$ cat src/rtl/cdb_arbiter.sv
// Common-data-bus arbiter: three per-source result FIFOs
// drained round-robin onto one registered CDB broadcast.
module cdb_arbiter #(
    parameter int DW    = 16,
    parameter int TW    = 3,
    parameter int DEPTH = 2
) (
    input  logic            clk1,
    input  logic            rst,
    input  logic            flush,
    input  logic [2:0]      req_valid,
    input  logic [3*TW-1:0] req_tag,
    input  logic [3*DW-1:0] req_data,
    output logic [2:0]      req_ready,
    output logic            cdb_valid,
    output logic [TW-1:0]   cdb_tag,
    output logic [DW-1:0]   cdb_data,
    output logic [1:0]      cdb_src,
    output logic [2:0]      grant
);

    localparam int PW = (DEPTH > 1) ? $clog2(DEPTH) : 1;
    localparam int CW = $clog2(DEPTH + 1);

    logic [TW-1:0] tag_q  [3][DEPTH];
    logic [DW-1:0] data_q [3][DEPTH];

    logic [PW-1:0] wr_q  [3];
    logic [PW-1:0] wr_d  [3];
    logic [PW-1:0] rd_q  [3];
    logic [PW-1:0] rd_d  [3];
    logic [CW-1:0] cnt_q [3];
    logic [CW-1:0] cnt_d [3];

    logic [1:0]    rr_q, rr_d;
    logic          vld_q, vld_d;
    logic [TW-1:0] tag_oq, tag_od;
    logic [DW-1:0] dat_oq, dat_od;
    logic [1:0]    src_q, src_d;

    logic [2:0]    push;
    logic [1:0]    win;
    logic          found;
    logic [2:0]    idx;

    function automatic logic [PW-1:0] nxt(input logic [PW-1:0] p);
        return (p == PW'(DEPTH - 1)) ? '0 : p + 1'b1;
    endfunction

    // Ready depends on occupancy only; a full FIFO never bypasses.
    always_comb begin
        for (int i = 0; i < 3; i++) begin
            req_ready[i] = (cnt_q[i] < CW'(DEPTH));
        end
    end

    // Round-robin search starting at rr_q; suppressed by flush/reset.
    always_comb begin
        grant = '0;
        win   = '0;
        found = 1'b0;
        idx   = '0;
        for (int k = 0; k < 3; k++) begin
            idx = {1'b0, rr_q} + 3'(k);
            if (idx >= 3'd3) idx = idx - 3'd3;
            if (!found && cnt_q[idx[1:0]] != '0) begin
                found = 1'b1;
                win   = idx[1:0];
            end
        end
        if (found && !flush && !rst) grant[win] = 1'b1;
    end

    // Next-state for FIFO bookkeeping, rr pointer and CDB register.
    always_comb begin
        cnt_d  = cnt_q;
        wr_d   = wr_q;
        rd_d   = rd_q;
        push   = '0;
        rr_d   = rr_q;
        vld_d  = 1'b0;
        tag_od = tag_oq;
        dat_od = dat_oq;
        src_d  = src_q;
        for (int i = 0; i < 3; i++) begin
            push[i] = req_valid[i] & req_ready[i] & ~flush;
            if (push[i]) wr_d[i] = nxt(wr_q[i]);
            if (grant[i]) rd_d[i] = nxt(rd_q[i]);
            if (push[i] && !grant[i]) cnt_d[i] = cnt_q[i] + 1'b1;
            if (grant[i] && !push[i]) cnt_d[i] = cnt_q[i] - 1'b1;
            if (flush) begin
                cnt_d[i] = '0;
                wr_d[i]  = '0;
                rd_d[i]  = '0;
            end
        end
        if (|grant) begin
            vld_d  = 1'b1;
            tag_od = tag_q[win][rd_q[win]];
            dat_od = data_q[win][rd_q[win]];
            src_d  = win;
            rr_d   = (win == 2'd2) ? 2'd0 : win + 2'd1;
        end
    end

    // State registers with synchronous reset.
    always_ff @(posedge clk1) begin
        if (rst) begin
            for (int i = 0; i < 3; i++) begin
                cnt_q[i] <= '0;
                wr_q[i]  <= '0;
                rd_q[i]  <= '0;
            end
            rr_q   <= '0;
            vld_q  <= 1'b0;
            tag_oq <= '0;
            dat_oq <= '0;
            src_q  <= '0;
        end else begin
            cnt_q  <= cnt_d;
            wr_q   <= wr_d;
            rd_q   <= rd_d;
            rr_q   <= rr_d;
            vld_q  <= vld_d;
            tag_oq <= tag_od;
            dat_oq <= dat_od;
            src_q  <= src_d;
        end
    end

    // FIFO storage; contents are qualified by the counts.
    always_ff @(posedge clk1) begin
        for (int i = 0; i < 3; i++) begin
            if (push[i] && !rst) begin
                tag_q[i][wr_q[i]]  <= req_tag[i*TW +: TW];
                data_q[i][wr_q[i]] <= req_data[i*DW +: DW];
            end
        end
    end

    assign cdb_valid = vld_q;
    assign cdb_tag   = tag_oq;
    assign cdb_data  = dat_oq;
    assign cdb_src   = src_q;

endmodule
$ cat config.mk
export PLATFORM = sky130hd
export DESIGN_NAME = cdb_arbiter
export DESIGN_NICKNAME = d
export VERILOG_FILES = /design/src/rtl/cdb_arbiter.sv
export SDC_FILE = /design/constraint.sdc
export NUM_CORES = 1
export LEC_CHECK = 0
export ABC_CLOCK_PERIOD_IN_PS = 3400
export BUFFER_PORTS_ARGS = -buffer_cell sky130_fd_sc_hd__clkbuf_2
export CAP_MARGIN = 0
export CORE_MARGIN = 5
export CORE_UTILIZATION = 30
export DETAILED_ROUTE_END_ITERATION = 6
export PLACE_DENSITY = 0.57
export SKIP_CTS_REPAIR_TIMING = 1
export SYNTH_ARGS = -nofsm -noshare
export SYNTH_HDL_FRONTEND = slang
export SYNTH_SLANG_ARGS = --single-unit
$ cat constraint.sdc
create_clock -name clk1 -period 3.4 [get_ports clk1]
set_input_delay 0.17 -clock clk1 [delete_from_list [all_inputs] [get_ports clk1]]
set_output_delay 0.17 -clock clk1 [all_outputs]
set_load 0.01 [all_outputs]
==> impl_results.md <==
- Status: finished, final reports clean
- Cts bufs inserted: 17
- Total net switching power: ~0.0011 W
- Slowest library cell on the worst path: a221oi_1
- Clock sinks: 150
- Most common cell after layout, fill and taps aside: edfxtp_1
- CTS Root Cell: clkbuf_16
- Combinational family with the most area after synthesis: compound AO/OA/AOI/OAI gates
- CP Capture Type: register
- Grt total ovfl: 0
- HP Class: in2reg
- Syn Area/Cell: ~13 sq um
- Post-synthesis adder-cell area fraction: around 1.4%
- Synth top area cells: edfxtp_1, dfxtp_1, a311o_1
- Via count: between 4,000 and 5,000
- Clock network power share: 37.7%
- CTS tree: yes
- CORE AREA: about 20,000 sq um
- Fin crit period: 3140 ps
- Switching share of power: between 20 and 25%
- Gp weighted congestion: 0.845
- Sequential Power Share: 46.8%
- DR iter-0 viols: 316
- Int Power: ~0.0033 W
- Clock Skew: ~8 ps
- Maximum clock rate: 0.319 GHz
- DR pass1 iterations: 5
- Layout cells sized above 1: approximately a quarter
- Max incr delay on CP: 530 ps
- Final wirelength: about 16,000 um
- Total nets after synthesis: 557
- Synthesized area: approximately 6300 sq um
- Fillers: around 2,000
- Post-route DRC: 0
- Initial Util: a little under a third
- Pwr/cell area: 539 nW/um^2
- Row count: 52
- IO buf count: 90
- Cell accounting for the most synthesized area: edfxtp_1
- Fin nets: around 700
- Clk Latency, worst-skew pair: slightly above 400 ps
- FF+latch area: 4140 sq um
- Part of the cycle the worst path needs: ~92%
- Slew Limit Fails: 0
- Critical Path Source Type: register
- Layout area overhead: 30.8%
- Slew headroom: between 60% and 70%
- Max Cap Viol: 0
- Synth Area in XOR/XNOR: 1.40%
- WP data required: 3730 ps
- Worst-margin pin slew: 582 ps
- DP HPWL: 10,500 um
- Clk pin slew, worst setup/hold paths: 60 ps
- Setup TNS: 0 ps
- Post-synthesis sequential area ratio: roughly two thirds
- Via density: 4.70
- First-pass GRT wire length: about 25,000 um
- Multi-input logic area: ~2000 sq um
- Routed Antenna Nets: 0
- GR Util All Layers: approximately 13%
- #FFs+latches synth: 150
- Setup violations, final: 0
- Synth Flop Type: edfxtp_1
- Synth Area in Compound Gates: 13.1%
- Total die area: about 24,000 sq um
- Largest delay share family, worst path: compound AO/OA/AOI/OAI gates
- Arrival time of the worst setup path: about 3500 ps
- Hold Vio Cnt, Final: 0
- Synth top area share: between 50% and 60%
- Static Leakage: about 3 nW
- Initial antenna violation count: 0
- Cells after Synth: ~500
- Crit Path Class: reg2reg
- FFs w/ async S/R, synth: 0%
- Buf/Inv on CP: 2
- Peak supply drop: between 300 and 400 uV
- CP max FO: 22
- Mux cell area share after synthesis: 3.41%
- Synth Area in Simple Gates: 11.4%
- Yosys warning total: 0
- Drt wl/cell: roughly 18 um
- Height of the die: roughly 150 um
- Number of global-route vias before repair: 4,442
- Number of synthesized flops with an enable pin: 114
- Inserted Diodes: 0
- H-tree depth: 4
- Synth unique cells: 46
- Commonest cells after routing, fill and taps aside: edfxtp_1, clkbuf_2, dlygate4sd3_1
- Logic pwr share: 15.5%
- Die Wd: roughly 150 um
- Max Buffers Root-to-Sink: 2
- # IOs: 91
- Largest net degree at the start of global routing: 42
- Unrepaired setup endpoints after global routing: no
- Finished Core Util: 40.2%
- Critical path, cell by cell: inv_1 > ha_1 > or3b_1 > a221oi_1 > a21o_2 > and2_1 > a211oi_4 > buf_4 > a311o_1 > a31oi_1
==> cell type report <==
cell class                 count  area share [%]
clock inverter                11            1.04
sequential                   150            50.5
inverter                       8           0.366
tap                          270            4.12
timing repair buffer         166            14.3
multi-input combinational    298            24.3
clock buffer                  20            5.32
==> cells in the mapped netlist (4+ instances only) <==
cell        n
a21oi_1    29
buf_2      11
nand2b_1   23
a311o_1    19
xnor2_1     4
nor3_1      9
buf_6       5
or3_1       5
dfxtp_1    36
edfxtp_1  114
inv_1       8
o21ai_0     8
clkbuf_1   15
ha_1        7
xor2_1      6
nand2_1    45
mux2_2     16
nor2_1     34
o211ai_1   19
a31oi_1    19
nor2b_1    19
==> per-layer routing <==
metal | track usage (%) | up-vias | share of wire, % | routed length [um]
met5 | 0 | - | 0 | 0
met4 | 4.79 | 0 | 1.2 | 193
met3 | 2.88 | 15 | 3.6 | 585
met2 | 24.4 | 97 | 54 | 8760
met1 | 15.6 | 2107 | 42 | 6780
li1 | - | 2119 | - | -
==> power by group through the flow <==
stage | Clock, W | Combinational (W) | Sequential, W
3_3_place_gp | 0 | 0.000617 | 0.00211
3_5_place_dp | 0 | 0.000635 | 0.00211
5_1_grt | 0.00179 | 0.000749 | 0.00208
4_1_cts | 0.00170 | 0.000639 | 0.00207
6_report | 0.00167 | 0.000687 | 0.00207
2_1_floorplan | 0 | 0.000407 | 0.00212
==> metrics by stage <==
| stage | cell area, sq um | hold WS (ps) | power [W] | worst slack, ps | instances |
|---|---|---|---|---|---|
| floorplan | 6270 | 269 | 0.00252 | 40.0 | 487 |
| global placement | 7100 | 359 | 0.00272 | 282 | 835 |
| detailed placement | 7100 | 363 | 0.00274 | 195 | 835 |
| CTS | 7620 | -72.4 | 0.00441 | 162 | 866 |
| global route | 8210 | 249 | 0.00462 | 35.1 | 923 |
| finish | 8210 | 199 | 0.00443 | 261 | 923 |
==> cell families after synthesis <==
| kind of cell | count (synthesis) |
|---|---|
| compound gates | 115 |
| xor+xnor | 10 |
| fa+ha+maj | 7 |
| buf+inv | 39 |
| flops | 150 |
| mux | 19 |
| simple gates | 147 |
==> final timing paths <==
kind	from	end	slack [ps]	cells past startpoint
hold reg to reg	cdb_src[0]	cdb_src[0]	470	2
hold / removal	req_valid[2]	wr_q[0]	200	4
setup reg to reg	rr_q[0]	cdb_data[0]	260	10
setup / recovery	rr_q[0]	cdb_data[0]	260	10
==> state kept, by name, indices dropped and copies added (netlist names) <==
| signal | cells |
|---|---|
| data_q | 96 |
| tag_q | 18 |
| cdb_data | 16 |
| cnt_q | 6 |
| cdb_tag | 3 |
| rd_q | 3 |
| wr_q | 3 |
| cdb_src | 2 |
| rr_q | 2 |
| cdb_valid | 1 |
==> worst register-to-register path: cells and delay by family (launching register included) <==
kind | cells | cell delay (ps)
flops | 1 | 380
simple gates | 2 | 590
compound gates | 5 | 1370
fa+ha+maj | 1 | 420
buf+inv | 2 | 320
Note: power is estimated with default switching activity, not from simulation.
